===== config.mk =====
export PLATFORM = sky130hd
export DESIGN_NAME = barrel_shifter_pipe
export DESIGN_NICKNAME = d
export VERILOG_FILES = /design/src/rtl/barrel_shifter_pipe.sv
export SDC_FILE = /design/constraint.sdc
export NUM_CORES = 1
export LEC_CHECK = 0
export ABC_AREA = 1
export ABC_CLOCK_PERIOD_IN_PS = 2000
export CAP_MARGIN = 20
export CORE_MARGIN = 4
export CORE_UTILIZATION = 55
export DETAILED_ROUTE_END_ITERATION = 7
export PLACE_DENSITY = 0.78
export RECOVER_POWER = 25
export SETUP_SLACK_MARGIN = 0.5
export SLEW_MARGIN = 0
export SYNTH_ARGS = -nofsm -noshare
export SYNTH_HDL_FRONTEND = slang
export SYNTH_SLANG_ARGS = --single-unit

===== constraint.sdc =====
create_clock -name clk -period 2 [get_ports clk]
set_clock_uncertainty 0.2 [all_clocks]
set_input_delay 0.4 -clock clk [delete_from_list [all_inputs] [get_ports clk]]
set_output_delay 0.4 -clock clk [all_outputs]
set_load 0.1 [all_outputs]

===== src/rtl/barrel_shifter_pipe.sv =====
// Pipelined barrel shifter/rotator (LSL/LSR/ASR/ROR), one log2 shift level per stage.
// Define BARRELSHIFT_CARRY_EN to build carry-out tracking; otherwise out_carry is tied to 0.

module barrel_shift_stage #(
   parameter int WIDTH = 8,
   parameter int SH    = 1
) (
   input  logic             en,
   input  logic [1:0]       mode,
   input  logic [WIDTH-1:0] d,
   output logic [WIDTH-1:0] q,
   output logic             sbit
);
   always_comb begin
      q    = d;
      sbit = 1'b0;
      if (en) begin
         unique case (mode)
            2'b00: begin q = {d[WIDTH-SH-1:0], {SH{1'b0}}};   sbit = d[WIDTH-SH]; end
            2'b01: begin q = {{SH{1'b0}}, d[WIDTH-1:SH]};     sbit = d[SH-1];     end
            2'b10: begin q = {{SH{d[WIDTH-1]}}, d[WIDTH-1:SH]}; sbit = d[SH-1];   end
            2'b11: begin q = {d[SH-1:0], d[WIDTH-1:SH]};      sbit = d[SH-1];     end
         endcase
      end
   end
endmodule

module barrel_shifter_pipe #(
   parameter int WIDTH = 8,
   parameter int SHW   = $clog2(WIDTH)
) (
   input  logic             clk,
   input  logic             rst,
   input  logic             in_valid,
   output logic             in_ready,
   input  logic [WIDTH-1:0] in_data,
   input  logic [SHW-1:0]   in_shmag,
   input  logic [1:0]       in_mode,
   output logic             out_valid,
   input  logic             out_ready,
   output logic [WIDTH-1:0] out_data,
   output logic             out_carry
);
   localparam int ST = SHW;

   // Slot 0 captures the raw operation; slot k+1 holds the result after shift level k.
   logic [ST:0]                vld_pipe;
   logic [ST:0][WIDTH-1:0]     dat_pipe;
   logic [ST-1:0][SHW-1:0]     mag_pipe;
   logic [ST-1:0][1:0]         mode_pipe;
   logic [ST-1:0][WIDTH-1:0]   shf;
   logic [ST-1:0]              sbit;
   logic                       adv;

   assign adv       = out_ready | ~vld_pipe[ST];
   assign in_ready  = adv;
   assign out_valid = vld_pipe[ST];
   assign out_data  = dat_pipe[ST];

   for (genvar k = 0; k < ST; k++) begin : g_stage
      barrel_shift_stage #(.WIDTH(WIDTH), .SH(1 << k)) u_stage (
         .en   (mag_pipe[k][k]),
         .mode (mode_pipe[k]),
         .d    (dat_pipe[k]),
         .q    (shf[k]),
         .sbit (sbit[k])
      );
   end

   always_ff @(posedge clk or posedge rst) begin
      if (rst) begin
         vld_pipe  <= '0;
         dat_pipe  <= '0;
         mag_pipe  <= '0;
         mode_pipe <= '0;
      end else if (adv) begin
         vld_pipe     <= {vld_pipe[ST-1:0], in_valid};
         dat_pipe[0]  <= in_data;
         mag_pipe[0]  <= in_shmag;
         mode_pipe[0] <= in_mode;
         for (int k = 0; k < ST; k++) dat_pipe[k+1] <= shf[k];
         for (int k = 1; k < ST; k++) begin
            mag_pipe[k]  <= mag_pipe[k-1];
            mode_pipe[k] <= mode_pipe[k-1];
         end
      end
   end

   // Only the top magnitude bit matters in the last shift level.
   logic unused_mag;
   assign unused_mag = ^mag_pipe[ST-1];

`ifdef BARRELSHIFT_CARRY_EN
   // A level with its bit clear keeps the carry from the earlier level.
   logic [ST:0] cy_pipe;
   always_ff @(posedge clk or posedge rst) begin
      if (rst) begin
         cy_pipe <= '0;
      end else if (adv) begin
         cy_pipe[0] <= 1'b0;
         for (int k = 0; k < ST; k++)
            cy_pipe[k+1] <= mag_pipe[k][k] ? sbit[k] : cy_pipe[k];
      end
   end
   assign out_carry = cy_pipe[ST];
`else
   logic unused_sbit;
   assign unused_sbit = ^sbit;
   assign out_carry   = 1'b0;
`endif

endmodule


==> impl_metrics.csv, run 1 <==
group,metric,value,unit
timing,rsz_0062_raised_after_global_routing,"true",
routing,post-route-drc-count,0,
timing,worst_slew_pin_slew,0.718,ns
clocking,cts_root_buffer,"clkbuf_8",
setup_path,worst_ep_required_time,1.40,ns
timing,totalNegativeSetupSlack,0,ns
power_and_ir_drop,p_comb_frac,0.541,
yosys,synth_adder_area_share,0,
clocking,cts_inserted_buffers,5,
timing,timing.hold.ws,0.277,ns
placed_design,place_hpwl,3450,um
setup_path,timing.critical_path.to_type,"output port",
placed_design,routabilityCongestion,0.885,
clocking,cts.sink_count,48,
routing,vias_per_cell,5.25,
timing,maxSlewHeadroom,0.518,
timing,min_period,1.68,ns
flow_run,max-cap-violations,0,
routing,detailroute.via_count,2109,
setup_path,timing.reg2reg.setup_slack,0.49,ns
yosys,fraction_of_post_synthesis_cell_area_in_the_top_cell_type_by_area,0.493,
routing,wl_per_cell,12.6,um
run_status,run_status,"finished, final reports clean",
clocking,clk_pin_slew_worst_paths,0.09,ns
global_routing,grt_usage,0.200,
yosys,synth_cells,324,
routing,postRouteAntennaNets,0,
floorplan,core.rowCount,23,
power_and_ir_drop,p_int,0.00277,W
placed_design,dpl_cell_area,2780,um^2
setup_path,critical_path.reg2reg.endpoint,"dat_pipe[14]",
global_routing,grt_max_degree,27,
floorplan,dieArea,5560,um^2
floorplan,core,4140,um^2
timing,achievable-frequency,596,MHz
final_layout,drive_above_1_share,0.151,
yosys,syn_area_per_cell,7.52,um^2
power_and_ir_drop,clock_power_share,0.114,
setup_path,timing.critical_path.from_type,"flip-flop",
final_layout,post-route-cell-area,2980,um^2
worst_hold_path,worst_hold_path.num_cells,2,
power_and_ir_drop,switching_power,0.00255,W
clocking,clock_tree.htree_level_count,2,
yosys,yosys.area_share.xor_xnor,0,
yosys,synth_top_cell_by_area,"dfrtp_1",
final_layout,flow.area_growth_from_synthesis,22.4,%
setup_path,critPathMaxFanout,2,
routing,detailedRoute.firstIterationViolations,157,
power_and_ir_drop,p_total,0.00532,W
clocking,cts_hold_buffers,0,
yosys,ys.warnings.count,0,
final_layout,n_antenna_cell,0,
power_and_ir_drop,power.static_leakage,1.54,nW
yosys,synth_enable_flop_cells,0,
timing,timing_hold_violations_final,0,
worst_hold_path,worst_hold_startpoint,"vld_pipe[2]",
clocking,max-clock-path-buffers,2,
yosys,yosysUniqueCellTypes,18,
setup_path,worst_r2r_startpoint,"vld_pipe[3]",
worst_hold_path,min_path_type,"flip-flop to flip-flop",
yosys,ys_seq_elements,48,
floorplan,start_util,0.588,
floorplan,die_width,74.6,um
power_and_ir_drop,power.share.switching,0.479,
power_and_ir_drop,ir_worst_vdd,0.000966,V
yosys,syn_nets,341,
power_and_ir_drop,seq_power_share,0.345,
yosys,synth.yosys.seq_area_share,0.493,
global_routing,antenna_found_initial,0,
floorplan,chipHeight,74.6,um
setup_path,timing.setup.critical_path_class,"flip-flop to output port",
power_and_ir_drop,p_per_area,1780,nW/um^2
yosys,synth-compound-area-share,0.112,
yosys,postSynth.topFlopCell,"dfrtp_1",
timing,setup_viol,0,
yosys,synth_top_family_by_area,"simple AND/OR/NAND/NOR gates",
clocking,tritoncts_clock_tree,"built",
placed_design,place.port_buffers,26,
final_layout,finish.net_count,368,
yosys,synthMostInstantiatedCell,"nand2_1",
yosys,yosys-top-cells-count,"nand2_1 (112), dfrtp_1 (48), inv_1 (29), o21ai_1 (26), nand3_1 (23)",
yosys,yosys-top-cells-area,"dfrtp_1 (49%), nand2_1 (17%), o21ai_1 (5.3%), nand3_1 (4.7%), inv_1 (4.5%)",
routing,detail_route.first_pass.iterations,4,
setup_path,worst_r2r_path_depth,6,
yosys,postSynth.asyncResetShare,1.00,
yosys,post_synthesis_simple_gate_area_fraction,0.269,
global_routing,grt_pass1_wl,8370,um
timing,max_slew_vio_count,0,
worst_hold_path,hold-path-endpoint,"vld_pipe[3]",
global_routing,grt_overflow_total,0,
routing,totalWireLength,5060,um
timing,tcrit_tclk_final,0.839,
setup_path,cp.arrival,1.08,ns
yosys,syn_area,2440,um^2
yosys,multiplexer_fraction_of_the_synthesized_cell_area,0,
floorplan,io_pins,28,
global_routing,grt_pass1_vias,1860,
clocking,clock_insertion_delay_worst_skew,0.31,ns
[final cells by class]
| class | count | area [um^2] |
|---|---|---|
| Clock buffer | 6 | 82.6 |
| Inverter | 40 | 154 |
| Timing Repair Buffer | 41 | 537 |
| Multi-Input combinational cell | 215 | 932 |
| Tap cell | 50 | 62.6 |
| Clock inverter | 2 | 10.0 |
| Fill cell | 323 | 1160 |
| Sequential cell | 48 | 1200 |
[sequential cells by signal, indices dropped and copies added (netlist names)]
signal / count
dat_pipe: 24
mag_pipe: 6
mode_pipe: 6
out_data: 8
vld_pipe: 4
[worst max path at each step]
stage                   end   startpoint  slack, ns
2_1_floorplan      in_ready  vld_pipe[3]       0.37
3_3_place_gp   dat_pipe[23]    out_ready       0.19
3_5_place_dp   dat_pipe[23]    out_ready       0.16
4_1_cts            in_ready  vld_pipe[3]       0.32
5_1_grt         dat_pipe[8]          rst       0.20
6_report           in_ready  vld_pipe[3]       0.32
[logic make-up (layout without fill, tap and decap cells)]
kind of cell           Yosys count  after routing
AOI/OAI and AO/OA               53             53
buffers and inverters           61             89
DFF                             48             48
other                            1              1
and+or+nand+nor                161            161
[critical path, cell delays in order (launching register included)]
cell     delay, ns
dfrtp_4       0.51
nand2_4       0.08
buf_12        0.17
[metal layers]
layer,track usage,part of all wire,up-vias
met4,0.0850,0.021,0
met1,0.283,0.45,978
li1,-,-,1045
met2,0.289,0.46,76
met5,0,0,-
met3,0.0568,0.070,10
[placed cells by master (no fill, tap or decap)]
cell / Yosys / routed
nand2_1: 112 / 112
dfrtp_1: 48 / 47
inv_1: 29 / 28
o21ai_1: 26 / 26
nand3_1: 23 / 23
nor2_1: 21 / 21
a21oi_1: 17 / 17
clkdlybuf4s50_1: 0 / 14
buf_12: 0 / 14
inv_2: 11 / 10
buf_4: 14 / 9
o21ai_0: 8 / 8
clkbuf_8: 0 / 6
nand2_4: 2 / 2
nor2_2: 2 / 2
o21ai_2: 2 / 2
clkinv_2: 0 / 2
inv_4: 0 / 1
clkinvlp_2: 0 / 1
nand2_2: 1 / 1
conb_1: 1 / 1
clkbuf_16: 0 / 1
dlygate4sd2_1: 0 / 1
dlygate4sd3_1: 0 / 1
clkbuf_2: 1 / 1
dfrtp_4: 0 / 1
[per-stage QoR]
| step | std cells | utilization | worst slack (ns) |
|---|---|---|---|
| CTS | 398 | 0.704 | 0.317 |
| global placement | 384 | 0.670 | 0.187 |
| global route | 402 | 0.720 | 0.203 |
| detailed placement | 384 | 0.670 | 0.159 |
| finish | 402 | 0.720 | 0.322 |
| floorplan | 324 | - | 0.374 |
[power groups by stage]
stage,clock (W),sequential (W),combinational (W)
finish,0.000604,0.00184,0.00288
global route,0.000652,0.00190,0.00317
CTS,0.000609,0.00182,0.00275
detailed placement,0,0.00185,0.00264
global placement,0,0.00184,0.00259
floorplan,0,0.00173,0.00211
[repair_timing]
action | CTS | global route
gates cloned | 0 | 1
resized for setup | 3 | 8
setup buffers | 6 | 3
pin swaps | 1 | 0
endpoints found under the setup margin | 14 | 30
No activity file was read; power rests on OpenSTA's default activity.
==> run 2, diff against run 1 <==
--- a/config.mk
+++ b/config.mk
@@ -6,7 +6,7 @@
 export NUM_CORES = 1
 export LEC_CHECK = 0
 export ABC_AREA = 1
-export ABC_CLOCK_PERIOD_IN_PS = 2000
+export ABC_CLOCK_PERIOD_IN_PS = 1650
 export CAP_MARGIN = 20
 export CORE_MARGIN = 4
 export CORE_UTILIZATION = 55
==> constraint.sdc (replaced) <==
create_clock -name clk -period 1.65 [get_ports clk]
set_clock_uncertainty 0.2 [all_clocks]
set_input_delay 0.33 -clock clk [delete_from_list [all_inputs] [get_ports clk]]
set_output_delay 0.33 -clock clk [all_outputs]
set_load 0.1 [all_outputs]
==> impl_metrics.csv, run 2 (same netlist as run 1, synthesis figures left out) <==
group,metric,value,unit
placed_design,pre_cts_slack,-0.0422,ns
timing,maxSlewHeadroom,0.582,
final_layout,flow.area_growth_from_synthesis,31.8,%
setup_path,timing.reg2reg.setup_slack,0.09,ns
timing,timing.hold.ws,0.275,ns
setup_path,critical_path.cell_chain,"nand2_8 -> buf_12",
global_routing,grt_pass1_vias,2076,
worst_hold_path,worst_hold_startpoint,"vld_pipe[2]",
placed_design,place.port_buffers,26,
floorplan,io_pins,28,
clocking,cts_hold_buffers,0,
setup_path,cp.arrival,1.09,ns
timing,achievable-frequency,616,MHz
final_layout,final_util,0.775,
clocking,clock_tree.htree_level_count,2,
clocking,cts_root_buffer,"clkbuf_8",
routing,dr_wl_met2,2600,um
timing,max_slew_vio_count,0,
flow_run,max-cap-violations,0,
routing,post-route-drc-count,0,
floorplan,start_util,0.588,
final_layout,mostFrequentLayoutCell,"nand2_1",
clocking,cts_inserted_buffers,5,
worst_hold_path,worst_hold_path.num_cells,2,
clocking,tritoncts_clock_tree,"built",
setup_path,cpLargestDelayFamily,"flip-flops",
setup_path,timing.setup.critical_path_class,"flip-flop to output port",
routing,highest-signal-layer,"met4",
global_routing,grt_pass1_wl,9490,um
routing,detailedRoute.firstIterationViolations,171,
timing,worst_slew_pin_slew,0.627,ns
setup_path,worst_r2r_startpoint,"vld_pipe[3]",
floorplan,core.rowCount,23,
timing,tcrit_tclk_final,0.983,
setup_path,critical_path.reg2reg.endpoint,"mode_pipe[4]",
timing,setup_viol,0,
final_layout,n_antenna_cell,0,
final_layout,drive_above_1_share,0.199,
clocking,clock_insertion_delay_worst_skew,0.31,ns
placed_design,routabilityCongestion,0.850,
final_layout,finish.net_count,377,
setup_path,worst_path_max_delay_cell,"dfrtp_4",
routing,totalWireLength,5490,um
run_status,run_status,"finished, final reports clean",
floorplan,core,4140,um^2
routing,wl_met3,231,um
setup_path,timing.critical_path.to_type,"output port",
timing,timing_hold_violations_final,0,
final_layout,largest-register,"dat_pipe",
routing,detail_route.first_pass.iterations,5,
power_and_ir_drop,p_per_area,2180,nW/um^2
power_and_ir_drop,power.static_leakage,1.64,nW
clocking,cts.sink_count,48,
global_routing,grt_overflow_total,0,
worst_hold_path,min_path_type,"flip-flop to flip-flop",
floorplan,dieArea,5560,um^2
setup_path,worst_ep_required_time,1.12,ns
global_routing,grt_max_degree,27,
setup_path,timing.critical_path.from_type,"flip-flop",
timing,rsz_0062_raised_after_global_routing,"true",
setup_path,worst_r2r_path_depth,6,
placed_design,dpl_cell_area,2830,um^2
routing,postRouteAntennaNets,0,
final_layout,post-route-cell-area,3210,um^2
setup_path,worstPathBufferInverterCount,1,
floorplan,die_width,74.6,um
clocking,max-clock-path-buffers,2,
routing,vias_per_cell,5.25,
global_routing,grt_usage,0.226,
power_and_ir_drop,ir_worst_vdd,0.00146,V
routing,routedLengthMet1,2550,um
clocking,clk_pin_slew_worst_paths,0.10,ns
floorplan,chipHeight,74.6,um
final_layout,largest_register_ff_count,24,
placed_design,place_hpwl,3330,um
setup_path,slowest_stage_delay_cp,0.54,ns
routing,wl_per_cell,13.4,um
routing,detailroute.via_count,2158,
global_routing,antenna_found_initial,0,
timing,final.setup.worst_slack,0.0274,ns
worst_hold_path,hold-path-endpoint,"vld_pipe[3]",
final_layout,layout.cells.most_common_list,"nand2_1 (112), dfrtp_1 (47), inv_1 (28)",
timing,min_period,1.62,ns
power_and_ir_drop,p_total,0.00700,W
setup_path,critPathMaxFanout,2,
==> run 2: cell types whose count changed in the layout (fill, tap and decap cells not counted), moves of 2 or more <==
cell        delta
a21oi_2        +5
clkinvlp_4     +2
nor2_2         +2
a21oi_1        -5
inv_6          +2
o21ai_2        +3
buf_4          +4
clkinv_2       -2
o21ai_0        -2
bufbuf_16      +2
buf_16         +2
nor2_1         -2
==> run 2: final cells by class <==
| type | instances | area, um^2 |
|---|---|---|
| repair buffers | 49 | 673 |
| clock inverters | 3 | 46.3 |
| fillers | 294 | 933 |
| repair inverters | 1 | 8.76 |
| well taps | 50 | 62.6 |
| flip-flops and latches | 48 | 1200 |
| clock buffers | 5 | 68.8 |
| inverters | 40 | 170 |
| multi-input cells | 215 | 976 |
==> run 2: report_power, final <==
part	leakage, nW	switching, W	internal [W]	total [W]
clock network	0.0548	0.000421	0.000457	0.000878
registers	0.576	0.000492	0.00170	0.00219
logic	1.01	0.00235	0.00159	0.00393
total	1.64	0.00326	0.00374	0.00700
==> run 2: metrics by stage <==
step / setup TNS, ns / std cells
floorplan: 0 / 324
global placement: -0.0644 / 386
detailed placement: -0.368 / 386
CTS: 0 / 405
global route: 0 / 411
finish: 0 / 411
==> run 2: how the worst max path moves through the flow <==
| stage | end | startpoint | depth (start not counted) |
|---|---|---|---|
| 2_1_floorplan | in_ready | vld_pipe[3] | 2 |
| 3_5_place_dp | in_ready | out_ready | 4 |
| 3_3_place_gp | in_ready | out_ready | 4 |
| 4_1_cts | in_ready | vld_pipe[3] | 2 |
| 5_1_grt | in_ready | vld_pipe[3] | 2 |
| 6_report | in_ready | vld_pipe[3] | 2 |
==> run 2: repair_timing <==
item / CTS / global route
resized for setup: 11 / 9
cloned: 5 / 0
buffers inserted: 6 / 6
endpoints found under the setup margin: 58 / 58
pin swaps: 2 / 1
==> run 2: tightest hold or removal path: stages, from the launching register on <==
cell and delay, ns:
dfrtp_1 0.35, inv_1 0.05, nand2_1 0.06
==> run 2: routing by layer <==
layer / GRT usage / up-vias
li1: - / 1072
met1: 0.299 / 1019
met2: 0.362 / 59
met3: 0.0473 / 8
met4: 0.0929 / 0
met5: 0 / -
==> run 3, diff against run 2 <==
--- a/config.mk
+++ b/config.mk
@@ -8,13 +8,12 @@
 export ABC_AREA = 1
 export ABC_CLOCK_PERIOD_IN_PS = 1650
 export CAP_MARGIN = 20
-export CORE_MARGIN = 4
 export CORE_UTILIZATION = 55
 export DETAILED_ROUTE_END_ITERATION = 7
 export PLACE_DENSITY = 0.78
 export RECOVER_POWER = 25
 export SETUP_SLACK_MARGIN = 0.5
-export SLEW_MARGIN = 0
+export SLEW_MARGIN = 20
 export SYNTH_ARGS = -nofsm -noshare
 export SYNTH_HDL_FRONTEND = slang
 export SYNTH_SLANG_ARGS = --single-unit
==> impl_metrics.csv, run 3 (same netlist as run 1, synthesis figures left out) <==
group,metric,value,unit
run_status,run_status,"finished, final reports clean",
placed_design,routabilityCongestion,0.876,
timing,timing.hold.ws,0.288,ns
global_routing,grt_pass1_vias,1966,
clocking,max-clock-path-buffers,2,
routing,wl_per_cell,14.9,um
flow_run,max-cap-violations,0,
timing,min_period,1.60,ns
timing,achievable-frequency,624,MHz
setup_path,cp.arrival,1.07,ns
global_routing,grt_usage,0.258,
routing,detail_route.first_pass.iterations,5,
routing,detailedRoute.firstIterationViolations,142,
setup_path,cpLargestDelayFamily,"flip-flops",
clocking,cts.sink_count,48,
floorplan,core,4120,um^2
routing,post-route-drc-count,0,
power_and_ir_drop,power.static_leakage,1.65,nW
final_layout,fillCellCount,269,
floorplan,die_width,68.6,um
setup_path,timing.setup.critical_path_class,"flip-flop to output port",
final_layout,mostFrequentLayoutCell,"nand2_1",
power_and_ir_drop,ir_worst_vdd,0.00155,V
clocking,clock_tree.htree_level_count,2,
final_layout,n_antenna_cell,0,
final_layout,finish.net_count,377,
clocking,clk_pin_slew_worst_paths,0.09,ns
final_layout,drive_above_1_share,0.188,
setup_path,worstPathBufferInverterCount,1,
global_routing,grt_max_degree,49,
timing,max_slew_vio_count,0,
floorplan,core.rowCount,23,
setup_path,critical_path.cell_chain,"nand2_8 -> buf_12",
clocking,clock_insertion_delay_worst_skew,0.30,ns
global_routing,grt_pass1_wl,8940,um
setup_path,worst_ep_required_time,1.12,ns
global_routing,grt_overflow_total,0,
final_layout,layout.cells.most_common_list,"nand2_1 (112), dfrtp_1 (47), inv_1 (28)",
floorplan,chipHeight,68.6,um
setup_path,slowest_stage_delay_cp,0.53,ns
placed_design,dpl_cell_area,2850,um^2
clocking,cts_inserted_buffers,5,
floorplan,dieArea,4700,um^2
floorplan,io_pins,28,
setup_path,timing.critical_path.from_type,"flip-flop",
worst_hold_path,min_path_type,"flip-flop to flip-flop",
final_layout,largest_register_ff_count,24,
timing,setup_viol,0,
final_layout,post-route-cell-area,3230,um^2
floorplan,start_util,0.592,
routing,postRouteAntennaNets,0,
timing,worst_slew_pin_slew,0.658,ns
timing,totalNegativeSetupSlack,0,ns
timing,rsz_0062_raised_after_global_routing,"true",
routing,vias_per_cell,5.53,
final_layout,flow.area_growth_from_synthesis,32.6,%
final_layout,largest-register,"dat_pipe",
clocking,cts_hold_buffers,0,
timing,tcrit_tclk_final,0.972,
timing,timing_hold_violations_final,0,
power_and_ir_drop,p_per_area,2180,nW/um^2
timing,maxSlewHeadroom,0.561,
placed_design,place_hpwl,3380,um
setup_path,critPathMaxFanout,2,
setup_path,worst_path_max_delay_cell,"dfrtp_4",
clocking,cts_root_buffer,"clkbuf_8",
placed_design,place.port_buffers,26,
setup_path,timing.critical_path.to_type,"output port",
clocking,tritoncts_clock_tree,"built",
routing,detailroute.via_count,2272,
global_routing,antenna_found_initial,0,
routing,totalWireLength,6120,um
## run 3: cell types whose count changed in the layout (fill, tap and decap cells not counted), moves of 2 or more
cell       change
bufbuf_16      -2
inv_6          -2
a21oi_1        +2
clkbuf_16      +7
a21oi_2        -2
buf_4          -2
## run 3: per-stage QoR
step                      instances   util  worst slack, ns  power (W)
final                           411  0.785           0.0468    0.00704
after global routing            411  0.785           0.0136    0.00749
after CTS                       401  0.732           0.0306    0.00657
after detailed placement        391  0.693          -0.0388    0.00561
after global placement          391  0.693          -0.0209    0.00551
after floorplan                 324      -            0.172    0.00471
## run 3: worst paths after layout
| path | startpoint | end | slack (ns) | cells past startpoint |
|---|---|---|---|---|
| hold reg to reg | vld_pipe[0] | vld_pipe[0] | 0.29 | 2 |
| setup / recovery | vld_pipe[3] | in_ready | 0.05 | 2 |
| max in group asynchronous | rst | vld_pipe[3] | 0.23 | 3 |
| hold / removal | vld_pipe[0] | vld_pipe[0] | 0.29 | 2 |
| setup reg to reg | vld_pipe[3] | dat_pipe[23] | 0.08 | 7 |
| min in group asynchronous | rst | dat_pipe[4] | 0.52 | 3 |
## run 3: repair_timing
| action | 4_1_cts | 5_1_grt |
|---|---|---|
| setup endpoints to repair | 57 | 58 |
| cloned | 1 | 8 |
| pin swaps | 1 | 1 |
| resized for setup | 4 | 14 |
| setup buffers | 1 | 2 |
## run 3: layer usage
layer / share of wire / GRT usage
met1: 0.42 / 0.357
met2: 0.48 / 0.404
met3: 0.066 / 0.0576
met4: 0.032 / 0.0807
met5: 0 / 0
## run 3: final cells by class
cell class	instances	area, um^2	share of cell area
Clock buffer	6	72.6	0.0225
Clock inverter	2	35.0	0.0108
Inverter	40	166	0.0515
Multi-Input combinational cell	215	966	0.299
Sequential cell	48	1200	0.373
Tap cell	50	62.6	0.0194
Timing Repair Buffer	50	723	0.224
## run 3: worst min-delay path, cell delays in order, from the launching register on
cell	delay, ns
dfrtp_1	0.36
nand2_1	0.05
nand2_1	0.05
## run 3: where the power goes
| part | switching [W] | leakage [nW] | internal, W |
|---|---|---|---|
| Sequential | 0.000503 | 0.576 | 0.00170 |
| Clock | 0.000402 | 0.0552 | 0.000450 |
| Combinational | 0.00243 | 1.02 | 0.00156 |
| Total | 0.00333 | 1.65 | 0.00371 |
